File: config.mk
export PLATFORM = sky130hd
export DESIGN_NAME = shift_sin_pout_n
export DESIGN_NICKNAME = d
export VERILOG_FILES = /design/src/rtl/tipi_pkg.sv /design/src/rtl/sipo_status.sv /design/src/rtl/shift_sin_pout_n.sv
export SDC_FILE = /design/constraint.sdc
export NUM_CORES = 1
export LEC_CHECK = 0
export ABC_AREA = 1
export BUFFER_PORTS_ARGS = -buffer_cell sky130_fd_sc_hd__buf_2
export CAP_MARGIN = 20
export CORE_MARGIN = 2
export CORE_UTILIZATION = 59
export CTS_BUF_LIST = sky130_fd_sc_hd__clkbuf_8
export DETAILED_ROUTE_END_ITERATION = 7
export PLACE_DENSITY = 0.95
export SLEW_MARGIN = 0
export SYNTH_ARGS = -nofsm -noshare
export SYNTH_HDL_FRONTEND = slang
export SYNTH_SLANG_ARGS = --single-unit
File: constraint.sdc
create_clock -name clk -period 3.6 [get_ports clk]
set_input_delay 0.54 -clock clk [delete_from_list [all_inputs] [get_ports clk]]
set_output_delay 0.54 -clock clk [all_outputs]
set_load 0.1 [all_outputs]
File: src/rtl/tipi_pkg.sv
// rtl/tipi_pkg.sv - shared constants and width helpers for the TIPI deserialiser
package tipi_pkg;

  localparam bit BIT_MSB_FIRST = 1'b1;
  localparam bit BIT_LSB_FIRST = 1'b0;

  // Counter width able to hold 0..width inclusive
  function automatic int cnt_w(input int width);
    return $clog2(width + 1);
  endfunction

endpackage

File: src/rtl/sipo_status.sv
// rtl/sipo_status.sv - output handshake plus sticky overrun and framing flags
module sipo_status (
  input  logic clk,
  input  logic reset,
  input  logic latch_evt,
  input  logic boundary_ok,
  input  logic dout_ack,
  input  logic err_clr,
  output logic dout_valid,
  output logic overrun,
  output logic frame_err
);

  always_ff @(posedge clk) begin
    if (reset) begin
      dout_valid <= 1'b0;
      overrun    <= 1'b0;
      frame_err  <= 1'b0;
    end else begin
      if (latch_evt) begin
        dout_valid <= 1'b1;
      end else if (dout_ack) begin
        dout_valid <= 1'b0;
      end

      // A new set condition beats a coincident clear
      if (latch_evt && dout_valid && !dout_ack) begin
        overrun <= 1'b1;
      end else if (err_clr) begin
        overrun <= 1'b0;
      end

      if (latch_evt && !boundary_ok) begin
        frame_err <= 1'b1;
      end else if (err_clr) begin
        frame_err <= 1'b0;
      end
    end
  end

endmodule

File: src/rtl/shift_sin_pout_n.sv
// rtl/shift_sin_pout_n.sv - serial-in/parallel-out deserialiser with output latch
module shift_sin_pout_n
  import tipi_pkg::*;
#(
  parameter int WIDTH      = 8,
  parameter bit MSB_FIRST  = BIT_MSB_FIRST,
  parameter bit AUTO_LATCH = 1'b0,
  parameter bit ODD_PARITY = 1'b0,
  localparam int CNT_W     = cnt_w(WIDTH)
) (
  input  logic             clk,
  input  logic             reset,
  input  logic             select,
  input  logic             le,
  input  logic             din,
  input  logic             dout_ack,
  input  logic             err_clr,
  output logic [WIDTH-1:0] dout,
  output logic             dout_valid,
  output logic             dout_parity,
  output logic             parity,
  output logic [CNT_W-1:0] bit_count,
  output logic             frame_err,
  output logic             overrun
);

  localparam logic [CNT_W-1:0] CNT_FULL = CNT_W'(WIDTH);
  localparam logic [CNT_W-1:0] CNT_LAST = CNT_W'(WIDTH - 1);

  logic [WIDTH-1:0] shift_q;
  logic [WIDTH-1:0] shift_next;
  logic [WIDTH-1:0] latch_word;
  logic             shift_en;
  logic             man_latch;
  logic             auto_latch;
  logic             latch_evt;
  logic             boundary_ok;

  always_comb begin
    shift_next  = MSB_FIRST ? {shift_q[WIDTH-2:0], din} : {din, shift_q[WIDTH-1:1]};
    shift_en    = select & ~le;
    man_latch   = select & le;
    auto_latch  = AUTO_LATCH && shift_en && (bit_count == CNT_LAST);
    latch_evt   = man_latch | auto_latch;
    // Auto-latch captures the word including the bit arriving this edge
    latch_word  = auto_latch ? shift_next : shift_q;
    boundary_ok = auto_latch ? 1'b1
                : (AUTO_LATCH ? (bit_count == '0) : (bit_count == CNT_FULL));
  end

  always_ff @(posedge clk) begin
    if (reset) begin
      shift_q     <= '0;
      bit_count   <= '0;
      dout        <= '0;
      dout_parity <= ODD_PARITY;
    end else begin
      if (shift_en) begin
        shift_q <= shift_next;
      end
      if (latch_evt) begin
        bit_count   <= '0;
        dout        <= latch_word;
        dout_parity <= (^latch_word) ^ ODD_PARITY;
      end else if (shift_en && (bit_count != CNT_FULL)) begin
        bit_count <= bit_count + 1'b1;
      end
    end
  end

  assign parity = (^shift_q) ^ ODD_PARITY;

  sipo_status u_status (
    .clk         (clk),
    .reset       (reset),
    .latch_evt   (latch_evt),
    .boundary_ok (boundary_ok),
    .dout_ack    (dout_ack),
    .err_clr     (err_clr),
    .dout_valid  (dout_valid),
    .overrun     (overrun),
    .frame_err   (frame_err)
  );

endmodule

-- Word level (Yosys, flattened, before mapping)
Cells that the tools add are included.
- add/subtract/negate cells: 1
- equality and inequality tests: 2
- muxes and demuxes: 5
- bitwise logic cells: 3
- reduce and logical (&&, ||, !) cells: 11
- operators with widths (kind ; count):
    $reduce_xor 8->1 ; 1
    $reduce_bool 2->1 ; 3
    $mux 1 ; 5
    $add 4x1->4 const B ; 1
    $eq 4x4->1 const B ; 1
    $logic_and 1x1->1 ; 4
    $ne 4x4->1 const B ; 1
    $and 1x1->1 ; 2
    $logic_not 1->1 ; 2
    $reduce_or 2->1 ; 1
    $not 1->1 ; 1
- bits in registers: 24
- input bits: 7
- output and inout bits: 17
- word-level logic and storage cells: 29

-- Logic depth before layout (Yosys ltp)
Gate-level depths: netlist (run 1).
- depth in word-level cells: 4
- depth in mapped cells: 10
- gate-level depth less buffers: 10

-- By module
From an unflattened synthesis (run 1), not the netlist that was laid out.
- cell total of the unflattened synthesis: 157
- area, all modules: 1092.3 sq um
- modules (own cells, without submodules) (module ; instances ; cells an instance ; area an instance (sq um) ; sequential area each (sq um)):
    shift_sin_pout_n ; 1 ; 143 ; 982.2 ; 420.4
    sipo_status ; 1 ; 14 ; 110.1 ; 60.1

-- Worst setup path before layout (run 1)
Ideal clock, no wire load.
- path type: reg2reg
- start: register bit_count[0]
- end: register bit_count[2]
- library setup time: 0.121 ns
- arrival time: 1.866 ns
- required time: 3.479 ns
- slack: 1.613 ns
- cell stages (with the launch flop): 8
- buffers on the path: 0
- clock period less this slack: 1.987 ns
- cells stage by stage: dfxtp_1 -> inv_1 -> ha_1 -> nand3_1 -> nand2_2 -> inv_1 -> nand3_1 -> nor3b_1
- word-level cells in the longest chain between the ends: 2
- elaborated cells on any way between the ends: 3
- those cells by class: add/sub: 1; eq/ne: 1; reduce/logical: 1
- ends and longest elaborated chain (what ; RTL line ; text):
    from (decl) ; shift_sin_pout_n.sv:22 ; output logic [CNT_W-1:0] bit_count,
    from (signal assigned) ; shift_sin_pout_n.sv:66 ; bit_count <= bit_count + 1'b1;
    branches (longest 2 deep; another with $add 4x1->4) ; - ;
Parallel ways; which one is timed is not known.
A chain may end at the register's enable or synchronous reset.

-- Worst setup path after layout (run 1)
- start: register shift_q[5], in the netlist latch_word[5]
- end: output port parity
- word-level cells in the longest chain between the ends: 1
- ends and longest elaborated chain (what ; RTL line ; text):
    from (decl) ; shift_sin_pout_n.sv:30 ; logic [WIDTH-1:0] shift_q;
    from (signal assigned) ; shift_sin_pout_n.sv:59 ; shift_q <= shift_next;
    $reduce_xor 8->1 ; shift_sin_pout_n.sv:71 ; assign parity = (^shift_q) ^ ODD_PARITY;
    to (decl) ; shift_sin_pout_n.sv:21 ; output logic parity,
Every way passes these cells.

==> results of run 1 <==
-- cell type report --
type,count,share of cell area
multi-input combinational,104,0.3894
sequential,24,0.3757
timing repair buffer,23,0.09002
inverter,22,0.06458
clock buffer,3,0.03229
tap,25,0.02446
clock inverter,1,0.02348
-- flip-flops by register name, indices dropped and copies added, names as in the netlist --
| name | cells |
|---|---|
| bit_count | 4 |
| dout | 8 |
| dout_parity | 1 |
| latch_word | 8 |
| u_status.dout_valid | 1 |
| u_status.frame_err | 1 |
| u_status.overrun | 1 |
-- metrics by stage --
stage,hold WS [ns],util,instances,instance area (µm²)
5_1_grt,0.4963,0.7406,202,1279
3_3_place_gp,0.4360,0.6993,198,1207
4_1_cts,0.4616,0.7406,202,1279
3_5_place_dp,0.4442,0.6993,198,1207
6_report,0.4585,0.7406,202,1279
2_1_floorplan,0.4964,-,152,1072
-- metal layers --
layer,vias up,wire length [µm],GRT usage
met5,-,0,0
met4,0,40,0.1222
met3,5,69,0.03529
met2,24,1182,0.4111
met1,455,911,0.2638
li1,527,-,-
-- synth_stat cells, drive strengths merged --
cell type	n
nor2	20
buf	1
a21oi	3
xor2	1
ha	2
nand2	52
nand3	4
clkbuf	1
inv	22
nor3b	1
xnor2	1
a211oi	8
o21ai	12
dfxtp	24
-- cells by family after synthesis --
family                   count (synthesis)  synth area share
flip-flops                              24            0.4481
AND/OR/NAND/NOR                         77            0.2987
adder cells (fa/ha/maj)                  2           0.02333
AO/OA/AOI/OAI                           23            0.1260
XOR/XNOR                                 2           0.01634
buffers and inverters                   24           0.08751
-- how the worst min path moves through the flow --
stage	depth (start not counted)	to	slack (ns)
floorplan	2	latch_word[7]	0.50
global route	2	dout_parity	0.50
CTS	2	dout_parity	0.46
detailed placement	2	dout[4]	0.44
global placement	2	dout[5]	0.44
finish	2	dout_parity	0.46
-- power by group through the flow --
| stage | clock, mW | sequential (mW) | combinational [mW] |
|---|---|---|---|
| after floorplan | 0 | 0.330 | 0.0674 |
| after global placement | 0 | 0.291 | 0.126 |
| after detailed placement | 0 | 0.292 | 0.128 |
| after CTS | 0.237 | 0.286 | 0.130 |
| after global routing | 0.249 | 0.288 | 0.140 |
| final | 0.237 | 0.286 | 0.130 |
-- critical path: cells and delay by family, from the launching register on --
family | cells | cell delay (ns)
buffers and inverters | 3 | 0.61
flip-flops | 1 | 0.38
AND/OR/NAND/NOR | 6 | 0.37
==> parameters.txt, run 1 <==
Parameter                              Value

Setup path
  Most used cell along the critical path ... nand2_1
  FF-to-FF Start ... bit_count[0]
  Worst Reg2Reg Path Length in Cells ... 8
  WP data arrival ... 1.64 ns
  Critical Path Source Type ... flop
  Critical path cell sequence ... inv_1 > nand2_1 > nand2_1 > nand2_1 > nand2_1 > inv_1 > nand2_1 > nand2_1 > buf_2
  Reg-to-reg endpoint ... bit_count[3]
  R2r setup slk ... 2.25 ns
  Type of destination of the critical path ... output pin
  Required @ worst endpoint ... 3.06 ns
  Crit-path slowest cell ... buf_2
  Critical path class ... flop to output pin
  Critical-path maximum fanout ... 4
  Delay of the slowest cell on the worst path ... 0.43 ns
  Critical path startpoint ... latch_word[5]
  Crit path to ... parity

Routing
  Antenna violation net count after detailed routing ... 0
  Total wire length after detailed routing ... 2204 µm
  Routed via count ... 1011
  Wirelength per Cell ... 10.91 µm
  1st-pass router iterations ... 5
  Total DRC errors in the routed layout ... 0
  Starting DRT DRC Count ... 19
  Avg Vias per Cell ... 5.005

Synthesis
  Syn. warnings ... 0
  Cell count after synthesis ... 152
  Netlist Area Pre-Place ... 1072 µm²
  Synth area leaders ... dfxtp_1, nand2_1, inv_1, o21ai_0, a211oi_1
  Average instance area after synthesis ... 7.054 µm²
  Fraction of post-synthesis cell area in the top cell type by area ... 0.4481
  Largest area contributor in the synthesized netlist ... dfxtp_1
  Synth Register Bits ... 24
  Register area share after synthesis ... 0.4481
  Unique cell type count in the Yosys netlist ... 18
  Synthesized Nets ... 161

Timing
  Worst-Margin Slew ... 0.4892 ns
  Worst slew margin relative to its limit ... 0.6761
  Final Max Tran Viols ... 0
  Final Hold Fails ... 0
  Setup clock skew after layout ... 0.003864 ns
  Worst path setup slack after routing ... 1.421 ns
  Unrepaired setup endpoints after global routing ... false
  FMAX ... 458.9 MHz
  Sum of negative setup slack ... 0 ns
  Final critical path time including I/O delays and setup ... 2.179 ns
  Period Utilization, post-route ... 0.6053
  Finish-stage setup viols ... 0

Power
  PnR Total Power ... 653.0 µW
  Total net switching power ... 201.5 µW
  Share of total power in combinational logic ... 0.199
  Leakage power summed over all cells ... 0.6271 nW
  Fraction of power consumed by sequential logic ... 0.438
  Internal power ... 451.5 µW
  Switching Share ... 0.3086
  Maximum resistive drop on vdd ... 0.0003371 V
  Relative contribution of the clock network to total power ... 0.363
  PD cells ... 510.7 nW/µm²

Clock network
  Cts repair resizes ... 0
  Total clock sinks ... 24
  Clock buffer count from CTS ... 3
  H-tree lvl count ... 1
  CTS tree ... built
  Post-CTS clock slew at the launch and capture registers of the worst setup and hold paths ... 0.09 ns
  Clock latency on the worst-skew pair ... 0.27 ns
  Cts hold-fix bufs ... 0
  Number of buffers inserted by post-CTS setup repair ... 0
  Root buffer cell ... clkbuf_8
  Clock Path Buffers ... 2

GRT
  Largest net degree at the start of global routing ... 17
  Number of global-route vias before repair ... 862
  Wire length of the first global-routing pass ... 3491 µm
  GRT Residual Overflow ... 0
  Antenna violations before repair ... 0
  Combined global-route utilization of all metal layers ... 0.2318

Floorplanning
  Row cnt ... 15
  Effective utilization at floorplan ... 0.6210
  Die Span Y ... 46.63 µm
  Overall die area ... 2174 µm²
  Placeable core area ... 1727 µm²
  Number of top-level pins ... 24
  X dimension of the die ... 46.63 µm

Cells and area
  Antenna diode count ... 0
  Area growth from synthesis to final layout ... 19.25%
  Fillcell total ... 151
  Multi-input gate area ... 498.0 µm²
  # nets final ... 187
  Combined flip-flop and latch cell area ... 480.5 µm²
  Most common cell after layout, fill and taps aside ... nand2_1
  Commonest non-fill, non-tap cells in the layout ... nand2_1, dfxtp_1, buf_2
  Share of layout cells above drive strength 1 ... 0.1921

Placement
  GPL Wtd Cong ... 0.7865
  Port Buffers ... 23
  Post-detail-place hpwl ... 1570 µm
  Worst slack at placement ... 1.789 ns

Hold path
  HP Class ... flop to flop
  Min-delay src ... dout_parity

Run
  Maximum capacitance violations ... 0

Outcome
  Run status ... completed
(Power assumes the default switching activity.)
==> run 2, diff against run 1 <==
--- a/config.mk
+++ b/config.mk
@@ -9,10 +9,10 @@
 export BUFFER_PORTS_ARGS = -buffer_cell sky130_fd_sc_hd__buf_2
 export CAP_MARGIN = 20
 export CORE_MARGIN = 2
-export CORE_UTILIZATION = 59
+export CORE_UTILIZATION = 49
 export CTS_BUF_LIST = sky130_fd_sc_hd__clkbuf_8
 export DETAILED_ROUTE_END_ITERATION = 7
-export PLACE_DENSITY = 0.95
+export PLACE_DENSITY = 0.85
 export SLEW_MARGIN = 0
 export SYNTH_ARGS = -nofsm -noshare
 export SYNTH_HDL_FRONTEND = slang
==> constraint.sdc (replaced) <==
create_clock -name clk -period 1.8 [get_ports clk]
set_input_delay 0.27 -clock clk [delete_from_list [all_inputs] [get_ports clk]]
set_output_delay 0.27 -clock clk [all_outputs]
set_load 0.1 [all_outputs]
==> parameters.txt, run 2 (synthesis results as in run 1) <==
Parameter                              Value

Clock network
  CTS tree ... built
  H-tree lvl count ... 1 (unchanged)
  Root buffer cell ... clkbuf_8
  Clock Path Buffers ... 2 (unchanged)
  Clock latency on the worst-skew pair ... 0.26 ns (about the same)
  Number of buffers inserted by post-CTS setup repair ... 0 (unchanged)
  Cts repair resizes ... 0 (unchanged)
  Post-CTS clock slew at the launch and capture registers of the worst setup and hold paths ... 0.08 ns (about the same)
  Clock buffer count from CTS ... 3 (unchanged)
  Cts hold-fix bufs ... 0 (unchanged)
  Total clock sinks ... 24 (unchanged)

Power
  Relative contribution of the clock network to total power ... 0.293 (-0.070)
  Share of total power in combinational logic ... 0.233 (+0.034)
  Switching Share ... 0.3205 (+0.01189)
  Leakage power summed over all cells ... 0.6366 nW (+1.5%)
  Total net switching power ... 387.2 µW (+92%)
  PD cells ... 930.3 nW/µm² (+82%)
  Maximum resistive drop on vdd ... 0.0005166 V (+53%)
  PnR Total Power ... 1.208 mW (+85%)
  Internal power ... 821.0 µW (+82%)
  Fraction of power consumed by sequential logic ... 0.474 (+0.036)

GRT
  Number of global-route vias before repair ... 862 (unchanged)
  Largest net degree at the start of global routing ... 16 (-1)
  Combined global-route utilization of all metal layers ... 0.1733 (-0.05850)
  Wire length of the first global-routing pass ... 3505 µm (+0.40%)
  GRT Residual Overflow ... 0 (unchanged)
  Antenna violations before repair ... 0 (unchanged)

Cells and area
  Share of layout cells above drive strength 1 ... 0.2179 (+0.02579)
  Commonest non-fill, non-tap cells in the layout ... nand2_1, buf_2, dfxtp_1
  Area growth from synthesis to final layout ... 21.12%
  Combined flip-flop and latch cell area ... 484.2 µm² (+0.78%)
  # nets final ... 189 (+1.1%)
  Multi-input gate area ... 498.0 µm² (unchanged)
  Fillcell total ... 174 (+15%)
  Antenna diode count ... 0 (unchanged)
  Most common cell after layout, fill and taps aside ... nand2_1
  Final core utilization ... 0.6423 (-0.09825)

Run
  Maximum capacitance violations ... 0 (unchanged)

Floorplanning
  Placeable core area ... 2022 µm² (+17%)
  Row cnt ... 16 (+1)
  Effective utilization at floorplan ... 0.5303 (-0.09069)
  X dimension of the die ... 50.78 µm (+8.9%)
  Overall die area ... 2579 µm² (+19%)
  Die Span Y ... 50.78 µm (+8.9%)
  Number of top-level pins ... 24 (unchanged)

Setup path
  Worst Reg2Reg Path Length in Cells ... 8 (unchanged)
  Critical Path Source Type ... flop
  Type of destination of the critical path ... output pin
  Required @ worst endpoint ... 1.53 ns (-1.53 ns)
  WP data arrival ... 1.41 ns (-0.23 ns)
  Critical-path maximum fanout ... 4 (unchanged)
  Critical path class ... flop to output pin

Outcome
  Run status ... completed

Timing
  Period Utilization, post-route ... 0.9310
  Sum of negative setup slack ... 0 ns (unchanged)
  Final critical path time including I/O delays and setup ... 1.676 ns
  Final Max Tran Viols ... 0 (unchanged)
  Worst-Margin Slew ... 0.4912 ns (+0.002001 ns)
  Worst slew margin relative to its limit ... 0.6748 (-0.001325)
  Final Hold Fails ... 0 (unchanged)
  FMAX ... 596.7 MHz
  Setup clock skew after layout ... 0.003124 ns (-0.0007395 ns)
  Finish-stage setup viols ... 0 (unchanged)
  Unrepaired setup endpoints after global routing ... false

Routing
  1st-pass router iterations ... 4 (-1)
  Starting DRT DRC Count ... 14 (-5)
  Antenna violation net count after detailed routing ... 0 (unchanged)
  Total DRC errors in the routed layout ... 0 (unchanged)
  Avg Vias per Cell ... 4.777 (-4.6%)
  Wirelength per Cell ... 10.30 µm (-5.6%)
  Total wire length after detailed routing ... 2121 µm (-3.8%)
  Routed via count ... 984 (-2.7%)

Hold path
  HP Class ... primary input to flop
  Number of cells traversed by the worst hold path ... 3 (+1)

Placement
  Post-detail-place hpwl ... 1588 µm (+1.1%)
  GPL Wtd Cong ... 0.7978 (+1.4%)
  Port Buffers ... 23 (unchanged)
run 2: power groups by stage:
| stage | Clock, mW | Sequential [mW] | Combinational (mW) |
|---|---|---|---|
| after global placement | 0 | 0.582 | 0.276 |
| after global routing | 0.378 | 0.576 | 0.303 |
| after detailed placement | 0 | 0.584 | 0.281 |
| after floorplan | 0 | 0.662 | 0.135 |
| after CTS | 0.362 | 0.572 | 0.283 |
| final | 0.354 | 0.572 | 0.282 |
run 2: stage by stage:
step / instance area [µm²] / std cells / hold slack (ns) / setup slack [ns]
2_1_floorplan: 1075 / 152 / 0.3485 / 0.05588
3_3_place_gp: 1242 / 202 / 0.4326 / 0.4132
3_5_place_dp: 1242 / 202 / 0.4396 / 0.3904
4_1_cts: 1297 / 206 / 0.2555 / 0.1040
5_1_grt: 1299 / 206 / 0.2573 / 0.005194
6_report: 1299 / 206 / 0.2559 / 0.1242
run 2: cell type report:
type                    instances  share of cell area
clock buffers                   4             0.04239
inverters                      22             0.06358
flip-flops and latches         24              0.3728
repair buffers                 25              0.1118
multi-input cells             104              0.3834
well taps                      27             0.02601
run 2: path summary, 6_finish.rpt:
check,end,slack (ns),start
hold reg to reg,dout[5],0.46,dout[5]
hold / removal,latch_word[0],0.26,din
setup reg to reg,bit_count[3],0.54,bit_count[0]
setup / recovery,parity,0.12,latch_word[5]
run 2: routing by layer:
metal  vias up  routed length, µm  GRT usage
met1       439               1011     0.2328
met5         -                  0          0
met2        21               1046     0.2982
met4         0                  0    0.04054
met3         0                 62    0.01786
li1        524                  -          -
run 2: worst max-delay path, cell delays in order (launching register included):
cell     delay, ns
dfxtp_1       0.39
inv_1         0.11
nand2_1       0.08
nand2_1       0.05
nand2_1       0.05
nand2_1       0.05
inv_1         0.05
nand2_1       0.04
nand2_1       0.12
buf_12        0.19
==> run 3, diff against run 2 <==
--- a/config.mk
+++ b/config.mk
@@ -13,6 +13,7 @@
 export CTS_BUF_LIST = sky130_fd_sc_hd__clkbuf_8
 export DETAILED_ROUTE_END_ITERATION = 7
 export PLACE_DENSITY = 0.85
+export REMOVE_ABC_BUFFERS = 1
 export SLEW_MARGIN = 0
 export SYNTH_ARGS = -nofsm -noshare
 export SYNTH_HDL_FRONTEND = slang
==> parameters.txt, run 3 (synthesis results as in run 1) <==
Parameter                              Value

Outcome
  Run status ... finished, violations left
  Failing checks ... design-rule violations

Hold path
  Number of cells traversed by the worst hold path ... 3 (unchanged)
  HP Class ... primary input to flop

Setup path
  Type of destination of the critical path ... output pin
  WP data arrival ... 1.46 ns (+0.05 ns)
  Dominant delay contributor by cell family on the critical path ... flip-flops
  Critical Path Source Type ... flop
  Crit-path slowest cell ... dfxtp_1
  Buffers plus inverters on the worst setup path ... 2 (-1)
  Delay of the slowest cell on the worst path ... 0.45 ns (+0.06 ns)
  Critical path cell sequence ... inv_1 > nand2_1 > nand2_1 > nand3_1 > nand2_1 > nand2_1 > nand2_1 > buf_12
  Critical path depth ... 8 (-1)
  Critical-path maximum fanout ... 6 (+2)
  Worst Reg2Reg Path Length in Cells ... 8 (unchanged)
  Required @ worst endpoint ... 1.53 ns (about the same)
  Most used cell along the critical path ... nand2_1
  Critical path class ... flop to output pin

Routing
  Starting DRT DRC Count ... 28 (+14)
  Total DRC errors in the routed layout ... 2 (+2)
  Wirelength per Cell ... 11.58 µm (+12%)
  1st-pass router iterations ... 8 (+4)
  Avg Vias per Cell ... 5.015 (+5.0%)
  Antenna violation net count after detailed routing ... 0 (unchanged)
  Total wire length after detailed routing ... 2362 µm (+11%)
  Routed via count ... 1023 (+4.0%)

Floorplanning
  Number of top-level pins ... 24 (unchanged)
  X dimension of the die ... 50.78 µm (unchanged)
  Overall die area ... 2579 µm² (unchanged)
  Effective utilization at floorplan ... 0.5303 (unchanged)
  Die Span Y ... 50.78 µm (unchanged)
  Row cnt ... 16 (unchanged)
  Placeable core area ... 2022 µm² (unchanged)

Cells and area
  Share of layout cells above drive strength 1 ... 0.1921 (-0.02579)
  Antenna diode count ... 0 (unchanged)
  Area growth from synthesis to final layout ... 20.89%
  Commonest non-fill, non-tap cells in the layout ... nand2_1, dfxtp_1, buf_2
  Number of standard cells in the layout, taps in and fillers out ... 204 (-0.97%)
  # nets final ... 187 (-1.1%)
  Most common cell after layout, fill and taps aside ... nand2_1
  Post-layout instance area ... 1296 µm² (-0.19%)

Clock network
  Total clock sinks ... 24 (unchanged)
  H-tree lvl count ... 1 (unchanged)
  Root buffer cell ... clkbuf_8
  Number of buffers inserted by post-CTS setup repair ... 0 (unchanged)
  Cts hold-fix bufs ... 0 (unchanged)
  Clock latency on the worst-skew pair ... 0.27 ns (about the same)
  CTS tree ... built
  Clock Path Buffers ... 2 (unchanged)
  Post-CTS clock slew at the launch and capture registers of the worst setup and hold paths ... 0.08 ns (about the same)
  Clock buffer count from CTS ... 3 (unchanged)
  Cts repair resizes ... 0 (unchanged)

Timing
  Setup clock skew after layout ... 0.001225 ns (-0.001899 ns)
  Period Utilization, post-route ... 0.9621 (+0.03109)
  Hold slack final ... 0.2466 ns (-0.009276 ns)
  Final Max Tran Viols ... 0 (unchanged)
  Worst-Margin Slew ... 0.4896 ns (-0.001644 ns)
  Unrepaired setup endpoints after global routing ... false
  FMAX ... 577.4 MHz (-3.2%)
  Worst slew margin relative to its limit ... 0.6758 (+0.001089)
  Final Hold Fails ... 0 (unchanged)
  Finish-stage setup viols ... 0 (unchanged)
  Final critical path time including I/O delays and setup ... 1.732 ns (+0.05596 ns)

Run
  Maximum capacitance violations ... 0 (unchanged)

GRT
  Largest net degree at the start of global routing ... 17 (+1)
  Combined global-route utilization of all metal layers ... 0.2018 (+0.02850)
  Wire length of the first global-routing pass ... 3995 µm (+14%)
  Number of global-route vias before repair ... 991 (+15%)
  Antenna violations before repair ... 0 (unchanged)
  GRT Residual Overflow ... 0 (unchanged)

Placement
  Post-detail-place hpwl ... 1709 µm (+7.6%)
  Placed instance count ... 200 (-0.99%)
  Port Buffers ... 23 (unchanged)
  Instance area after placement ... 1225 µm² (-1.4%)
  GPL Wtd Cong ... 0.8385 (+5.1%)

Power
  PD cells ... 1024 nW/µm² (+10%)
  Leakage power summed over all cells ... 0.6319 nW (-0.74%)
  Maximum resistive drop on vdd ... 0.0004783 V (-7.4%)
  PnR Total Power ... 1.328 mW (+9.9%)
-- run 3: cell types whose count changed in the layout (fill, tap and decap cells not counted), sizes merged --
cell / change
buf: -2
clkbuf: -1
bufinv: +1
-- run 3: layout make-up --
class                      instances  area (µm²)
clock buffer                       3       41.29
timing repair buffer              23       130.1
clock inverter                     1       30.03
tap                               27       33.78
inverter                          22       82.58
sequential                        24       480.5
fill                             193       725.7
multi-input combinational        104       498.0
-- run 3: path summary, 6_finish.rpt --
check	from	to	slack, ns
setup / recovery	latch_word[3]	parity	0.07
hold / removal	din	latch_word[0]	0.25
setup reg to reg	bit_count[0]	bit_count[3]	0.43
hold reg to reg	dout[1]	dout[1]	0.46
-- run 3: per-layer routing --
metal | GRT usage | routed length, µm | vias to the layer above
met5 | 0 | 0 | -
met4 | 0.07207 | 27 | 0
met1 | 0.2315 | 1035 | 463
met3 | 0.03571 | 105 | 4
met2 | 0.3706 | 1193 | 30
li1 | - | - | 526
-- run 3: worst min-delay path, delay by kind of cell --
family	cells	cell delay, ns
AO/OA/AOI/OAI	1	0.05
buffers and inverters	1	0.09
AND/OR/NAND/NOR	1	0.06
-- run 3: through the flow --
| stage | worst slack, ns | setup TNS (ns) | util |
|---|---|---|---|
| after CTS | 0.1012 | 0 | 0.6411 |
| after global placement | 0.4622 | 0 | 0.6058 |
| after detailed placement | 0.4209 | 0 | 0.6058 |
| after global routing | 0.001704 | 0 | 0.6411 |
| final | 0.06819 | 0 | 0.6411 |
| after floorplan | -0.1911 | -0.4441 | - |
-- run 3: power breakdown --
part	switching, mW	total, mW	internal (mW)
Combinational	0.211	0.282	0.0707
Sequential	0.0198	0.572	0.552
Clock	0.176	0.474	0.298
Total	0.407	1.33	0.921
